`src/rtl/alu_sequencer.sv`:
```
// -----------------------------------------------------------------------------
// alu_sequencer
//
// Multi-cycle command sequencer sitting in front of an external combinational
// 8-bit ALU. It owns a small register file, accepts one command at a time,
// fetches operand A from the register file and operand B from the register
// file or an immediate, then runs the ALU 1..8 times with the result fed back
// as operand A. The final result is written back (except for compare) and
// reported on done/done_result together with the last {N,V,Z,C} flags.
//
// Handshake: a command transfers on a rising clk edge where cmd_valid and
// cmd_ready are both high. cmd_ready is high only while the sequencer is idle
// and does not depend on cmd_valid; while busy, cmd_valid is ignored and the
// presented command stays pending on the source side.
//
// Ports:
//   clk, rst         rising-edge clock, synchronous active-high reset
//   cmd_*            command channel (valid/ready, opcode, register addresses,
//                    immediate select/value, extra iteration count)
//   alu_a/b/op       registered operands and opcode towards the ALU
//   alu_result/...   combinational ALU result and flags
//   done             one-cycle pulse when a command retires
//   done_result      final result (valid with done, held afterwards)
//   flags            {N,V,Z,C} of the last executed iteration
//   host_*           host write port and combinational read port
// -----------------------------------------------------------------------------
module alu_sequencer #(
    parameter int NREG = 4,
    parameter int AW   = $clog2(NREG)
) (
    input  logic          clk,
    input  logic          rst,
    input  logic          cmd_valid,
    output logic          cmd_ready,
    input  logic [3:0]    cmd_op,
    input  logic [AW-1:0] cmd_dst,
    input  logic [AW-1:0] cmd_src_a,
    input  logic [AW-1:0] cmd_src_b,
    input  logic          cmd_imm_sel,
    input  logic [7:0]    cmd_imm,
    input  logic [2:0]    cmd_count,
    output logic [7:0]    alu_a,
    output logic [7:0]    alu_b,
    output logic [3:0]    alu_op,
    input  logic [7:0]    alu_result,
    input  logic          alu_carry,
    input  logic          alu_zero,
    input  logic          alu_ovf,
    input  logic          alu_neg,
    output logic          done,
    output logic [7:0]    done_result,
    output logic [3:0]    flags,
    input  logic          host_we,
    input  logic [AW-1:0] host_waddr,
    input  logic [7:0]    host_wdata,
    input  logic [AW-1:0] host_raddr,
    output logic [7:0]    host_rdata
);

    localparam logic [3:0] OP_CMP = 4'b1111;

    typedef enum logic [1:0] {
        S_IDLE = 2'd0,
        S_EXEC = 2'd1,
        S_WB   = 2'd2
    } state_t;

    state_t          state_q, state_d;
    logic [7:0]      rf_q [NREG];
    logic [7:0]      rf_d [NREG];
    logic [7:0]      acc_q, acc_d;
    logic [7:0]      opb_q, opb_d;
    logic [3:0]      op_q, op_d;
    logic [AW-1:0]   dst_q, dst_d;
    logic [2:0]      iter_q, iter_d;
    logic [3:0]      flags_q, flags_d;
    logic [7:0]      done_result_q, done_result_d;

    // ALU inputs come straight from flops so they are stable for the whole
    // EXEC cycle; outside EXEC they simply show the last latched values.
    assign alu_a      = acc_q;
    assign alu_b      = opb_q;
    assign alu_op     = op_q;
    assign flags      = flags_q;
    assign host_rdata = rf_q[host_raddr];

    always_comb begin
        state_d       = state_q;
        rf_d          = rf_q;
        acc_d         = acc_q;
        opb_d         = opb_q;
        op_d          = op_q;
        dst_d         = dst_q;
        iter_d        = iter_q;
        flags_d       = flags_q;
        done_result_d = done_result_q;
        cmd_ready     = 1'b0;
        done          = 1'b0;
        done_result   = done_result_q;

        // Host write first so that a writeback to the same address in the
        // same cycle overrides it below.
        if (host_we) begin
            rf_d[host_waddr] = host_wdata;
        end

        case (state_q)
            S_IDLE: begin
                cmd_ready = 1'b1;
                if (cmd_valid) begin
                    // Operands come from rf_q, i.e. the contents before any
                    // host write landing on this same edge.
                    op_d    = cmd_op;
                    dst_d   = cmd_dst;
                    iter_d  = cmd_count;
                    acc_d   = rf_q[cmd_src_a];
                    opb_d   = cmd_imm_sel ? cmd_imm : rf_q[cmd_src_b];
                    state_d = S_EXEC;
                end
            end
            S_EXEC: begin
                acc_d   = alu_result;
                flags_d = {alu_neg, alu_ovf, alu_zero, alu_carry};
                if (iter_q == 3'd0) begin
                    state_d = S_WB;
                end else begin
                    iter_d = iter_q - 3'd1;
                end
            end
            S_WB: begin
                done          = 1'b1;
                done_result   = acc_q;
                done_result_d = acc_q;
                // Compare only updates flags; the result is reported but not
                // stored.
                if (op_q != OP_CMP) begin
                    rf_d[dst_q] = acc_q;
                end
                state_d = S_IDLE;
            end
            default: begin
                state_d = S_IDLE;
            end
        endcase
    end

    always_ff @(posedge clk) begin
        if (rst) begin
            state_q       <= S_IDLE;
            acc_q         <= '0;
            opb_q         <= '0;
            op_q          <= '0;
            dst_q         <= '0;
            iter_q        <= '0;
            flags_q       <= '0;
            done_result_q <= '0;
            for (int i = 0; i < NREG; i++) begin
                rf_q[i] <= '0;
            end
        end else begin
            state_q       <= state_d;
            acc_q         <= acc_d;
            opb_q         <= opb_d;
            op_q          <= op_d;
            dst_q         <= dst_d;
            iter_q        <= iter_d;
            flags_q       <= flags_d;
            done_result_q <= done_result_d;
            for (int i = 0; i < NREG; i++) begin
                rf_q[i] <= rf_d[i];
            end
        end
    end

endmodule

```
`config.mk`:
```
export PLATFORM = sky130hd
export DESIGN_NAME = alu_sequencer
export DESIGN_NICKNAME = d
export VERILOG_FILES = /design/src/rtl/alu_sequencer.sv
export SDC_FILE = /design/constraint.sdc
export NUM_CORES = 1
export LEC_CHECK = 0
export ABC_AREA = 1
export ABC_CLOCK_PERIOD_IN_PS = 3000
export BUFFER_PORTS_ARGS = -buffer_cell sky130_fd_sc_hd__buf_2
export CORE_AREA = 3 3 86 88
export CTS_CLUSTER_SIZE = 20
export DETAILED_ROUTE_END_ITERATION = 10
export DIE_AREA = 0 0 89 91
export PLACE_DENSITY = 0.83
export SETUP_SLACK_MARGIN = 0.05
export SLEW_MARGIN = 20
export SYNTH_ARGS = -nofsm -noshare
export SYNTH_HDL_FRONTEND = slang
export SYNTH_SLANG_ARGS = --single-unit
```
`constraint.sdc`:
```
create_clock -name clk -period 3 [get_ports clk]
set_input_delay 0.3 -clock clk [delete_from_list [all_inputs] [get_ports clk]]
set_output_delay 0.3 -clock clk [all_outputs]
set_load 0.01 [all_outputs]
```
Yosys cells after proc, flatten, opt, wreduce, memory -nomap -nowiden

Cells that the tools add are included.

Add/sub/neg operators: 1
Muxes and demuxes: 30
Bitwise operators: 5
Equality and inequality tests: 6
Magnitude comparators: 7
Reductions and logical operators: 9

Operator list:

| operator              | number |
|---|---|
| $mux W32              | 3 |
| $mux W8               | 11 |
| $bwmux W32            | 2 |
| $bmux W8 S2           | 3 |
| $demux W8 S2          | 2 |
| $pmux W8 S2           | 1 |
| $ge A3 B3 Y1 const B  | 5 |
| $not A2 Y3            | 5 |
| $lt A3 B1 Y1 const B  | 2 |
| $mux W3               | 2 |
| $ne A2 B2 Y1 const B  | 3 |
| $pmux W3 S2           | 1 |
| $reduce_and A2 Y1     | 3 |
| $mux W2               | 2 |
| $ne A4 B4 Y1 const B  | 1 |
| $pmux W2 S2           | 1 |
| $logic_not A3 Y1      | 1 |
| $reduce_and A3 Y1     | 1 |
| $sub A3 B1 Y3 const B | 1 |
| $eq A2 B1 Y1 const B  | 1 |
| $eq A2 B2 Y1 const B  | 1 |
| $logic_and A1 B1 Y1   | 2 |
| $logic_not A2 Y1      | 1 |
| $mux W1               | 2 |
| $reduce_bool A2 Y1    | 1 |

Output and inout bits: 42
Register bits: 71
Input port bits: 50

Logic depth before layout (Yosys ltp)

Word-level depth: 10
Depth in mapped cells: 9
Depth with buffers taken out: 8

Worst setup path after synthesis

OpenSTA, ideal clock, no wires.

Path type: register to output
Start: register state_q[0]
End: output done_result[0]
Path buffers: 1
Setup slack: 1.705 ns
Stages on the path, launching flop included: 6
Arrival: 0.995 ns
Path through: dfxtp_1 > nor2_2 > buf_6 > or2_2 > o21ai_0 > inv_1

Cells in the longest elaborated chain, start to end: 2

RTL lines:

| what                   | line | text |
|---|---|---|
| from (decl)            | 68   | `state_t state_q, state_d;` |
| from (signal assigned) | 161  | `state_q <= state_d;` |
| $eq A2 B2 Y1           | 107  | `case (state_q)` |
| $mux W8                | n/a  |  |
| to (decl)              | 51   | `output logic [7:0] done_result,` |

No other way between the ends.

Worst setup path in the final report

Start: register state_q[1]
End: output done_result[3]

Same word-level chain as after synthesis.

==> impl_metrics.csv <==
group,metric,value,unit
timing,worstMarginPinSlew,959.5,ps
final_layout,multi_input_area,2106,um2
die,dieArea,8099,um2
critical_path,crit_arrival,1770,ps
clock_network,cts_sinks,71,
synthesis,yosysSeqAreaShare,0.3714,
timing,max_freq,0.4833,GHz
timing,fin_tns_setup,0,ps
critical_path,path_class,"reg2out",
clock_network,cts_setup_buffers,0,
global_routing,antenna_found_initial,0,
timing,final.period_utilization,0.6896,
timing,clock_skew,12.70,ps
global_routing,grt_max_degree,55,
critical_path,endpoint,"done_result[3]",
critical_path,cp_data_required_time,2700,ps
power_and_ir_drop,power_density,536.1,nW/um2
routing,via_per_inst,5.614,
critical_path,cpMostUsedCell,"inv_2",
routing,wl,12000,um
place,portBuffers,91,
timing,final_max_slew_viol_count,0,
die,placementRows,30,
worst_hold_path,hold_class,"in2reg",
critical_path,crit_path_max_fanout,11,
clock_network,insertion_delay,350,ps
clock_network,cts_resized,0,
timing,period_minus_slack,2069,ps
power_and_ir_drop,power.internal,1.628,mW
power_and_ir_drop,ir_drop,0.3596,mV
global_routing,grt_use_total,0.3008,
clock_network,cts-hold-fix-buffers,0,
synthesis,yosysTopAreaCellShare,0.3714,
power_and_ir_drop,clkPwrFrac,0.338,
critical_path,cp_top_family,"buffers and inverters",
global_routing,grt_pass1_vias,3910,
critical_path,r2r-start,"state_q[0]",
final_layout,stdcell_count,780,
power_and_ir_drop,leakagePower,2.087,nW
worst_hold_path,min_path_cells,3,
synthesis,ys_warn_count,0,
synthesis,ys_types,19,
critical_path,critPathCaptureType,"output port",
synthesis,synthCells,622,
place,dpl.hpwl,8467,um
critical_path,cp_num_cells,6,
die,dieWidth,89,um
run,max_cap_viol_count,0,
critical_path,r2r_end,"iter_q[1]",
timing,finalSetupViolCount,0,
synthesis,avgSynthCellArea,6.153,um2
critical_path,cp-start-kind,"flip-flop",
synthesis,syn_area,3827,um2
clock_network,clkTransAtPathRegs,80,ps
critical_path,r2r_cells,5,
final_layout,layout-drive-gt1-share,0.1814,
clock_network,cts_buffers,9,
power_and_ir_drop,sw_frac_of_total,0.3177,
timing,holdWs,196.0,ps
run_status,outcome,"finished clean",
global_routing,gr-total-overflow,0,
place,place.gp.congestion,0.9319,
global_routing,grt_pass1_wl,19090,um
die,coreArea,6719,um2
routing,drtIter0Drc,496,
routing,vias,4379,
routing,first_pass_iters,5,
die,pin_count,92,
final_layout,n_antenna_cell,0,
critical_path,r2r_setup_slack,1240,ps
final_layout,fillers,612,
critical_path,crit_start,"state_q[1]",
routing,drcViolationCount,0,
power_and_ir_drop,pwr-share-seq,0.460,
synthesis,synth_nets,674,
timing,rsz0062_at_grt,"no",
synthesis,synth_area_leaders,"dfxtp_1, o21ai_0, nand2_1",
critical_path,crit_buf_inv,4,
synthesis,yosys.area.top_type,"dfxtp_1",
power_and_ir_drop,combPwrFrac,0.203,
routing,wl_per_cell,15.39,um
die,start_util,0.5696,
clock_network,cts_tree,"done",
final_layout,areaGrowthSynthToFinish,16.31,%
synthesis,synth_seq_cells,71,
power_and_ir_drop,netSwitchingPower,758.3,uW
die,fp.dieH,91,um
clock_network,htree_levels,3,
clock_network,root_buffer,"clkbuf_8",
place,dp.cells,764,
timing,hold_viol_final,0,
clock_network,clk_path_buf_depth,2,
critical_path,cp_slowest_cell,"dfxtp_1",
final_layout,seqCellArea,1421,um2
critical_path,crit_chain,"inv_2 > nor2_2 > inv_2 > o21ai_0 > inv_1 > buf_2",
timing,max_slew_margin,0.3561,
critical_path,critical_path.max_stage_delay,350,ps
final_layout,nets,747,
routing,ant_nets,0,
cell usage after synthesis:
| cell type | instances |
|---|---|
| a21oi_1 | 26 |
| buf_1 | 1 |
| buf_2 | 12 |
| buf_4 | 1 |
| buf_6 | 2 |
| clkbuf_1 | 14 |
| dfxtp_1 | 71 |
| ha_1 | 2 |
| inv_1 | 36 |
| inv_2 | 5 |
| nand2_1 | 139 |
| nand2_2 | 3 |
| nand3_1 | 45 |
| nor2_1 | 132 |
| nor2_2 | 3 |
| o21ai_0 | 107 |
| o21ai_1 | 7 |
| o22ai_1 | 8 |
| or2_2 | 8 |
cell type report:
cell class                      count  area share
Clock buffer                       11     0.03401
Clock inverter                      5     0.01265
Inverter                           41     0.03457
Multi-Input combinational cell    480      0.4730
Sequential cell                    71      0.3193
Tap cell                           80     0.02248
Timing Repair Buffer               92      0.1040
routing by layer:
| metal | part of all wire | track usage | up-vias |
|---|---|---|---|
| met2 | 0.47 | 0.4728 | 248 |
| met1 | 0.40 | 0.4041 | 1949 |
| li1 | - | - | 2153 |
| met5 | 0 | 0 | - |
| met4 | 0.027 | 0.1166 | 0 |
| met3 | 0.10 | 0.05717 | 29 |
metrics by stage:
stage               area (um2)  power (mW)  setup WS (ps)  utilization
finish                    4452       2.386          931.1       0.6626
global route              4452       2.502          735.8       0.6626
CTS                       4452       2.376          957.6       0.6626
detailed placement        4244       1.593           1322       0.6317
global placement          4244       1.580           1359       0.6317
floorplan                 3827       1.418           1705            -
flip-flops by register name, summed over array words and instances, names as in the netlist:
name / count
alu_op: 4
rf_q: 32
alu_b: 8
iter_q: 3
state_q: 2
done_result_q: 8
alu_a: 8
dst_q: 2
flags: 4
worst min-delay path by stage:
stage               from   endpoint  slack, ps
5_1_grt         alu_zero   flags[1]        230
6_report       cmd_op[2]  alu_op[2]        200
4_1_cts        cmd_op[2]  alu_op[2]        190
2_1_floorplan  alu_carry   flags[0]        460
3_3_place_gp    flags[2]   flags[2]        460
3_5_place_dp    flags[2]   flags[2]        480
cell usage in the layout, fill, tap and decap left out:
cell,synthesis,layout
nand3_1,45,45
clkinv_2,0,2
or2_2,8,8
buf_4,1,1
o21ai_1,7,7
nand2_2,3,3
clkinv_4,0,1
clkbuf_8,0,11
nor2_1,132,132
bufinv_16,0,1
clkinvlp_4,0,1
inv_2,5,5
o22ai_1,8,8
ha_1,2,2
inv_1,36,36
a21oi_1,26,26
buf_2,12,91
dfxtp_1,71,71
nor2_2,3,3
nand2_1,139,139
o21ai_0,107,107
worst reg2reg max path: stages (launching register included):
cell	delay, ps
dfxtp_1	380
nand2_1	490
o21ai_1	460
inv_1	150
nor2_1	110
nor2_1	50
cell families after synthesis:
family,count (synthesis),share of synthesized area
and+or+nand+nor,330,0.3475
AOI/OAI and AO/OA,148,0.1961
buffers and inverters,71,0.07846
DFF,71,0.3714
adders and majority gates,2,0.006537
power groups by stage:
| stage | combinational [mW] | sequential (mW) | clock [mW] |
|---|---|---|---|
| after floorplan | 0.315 | 1.10 | 0 |
| after global placement | 0.466 | 1.11 | 0 |
| after detailed placement | 0.478 | 1.11 | 0 |
| after CTS | 0.481 | 1.09 | 0.801 |
| after global routing | 0.553 | 1.10 | 0.844 |
| final | 0.484 | 1.10 | 0.806 |
(Power assumes the default switching activity.)
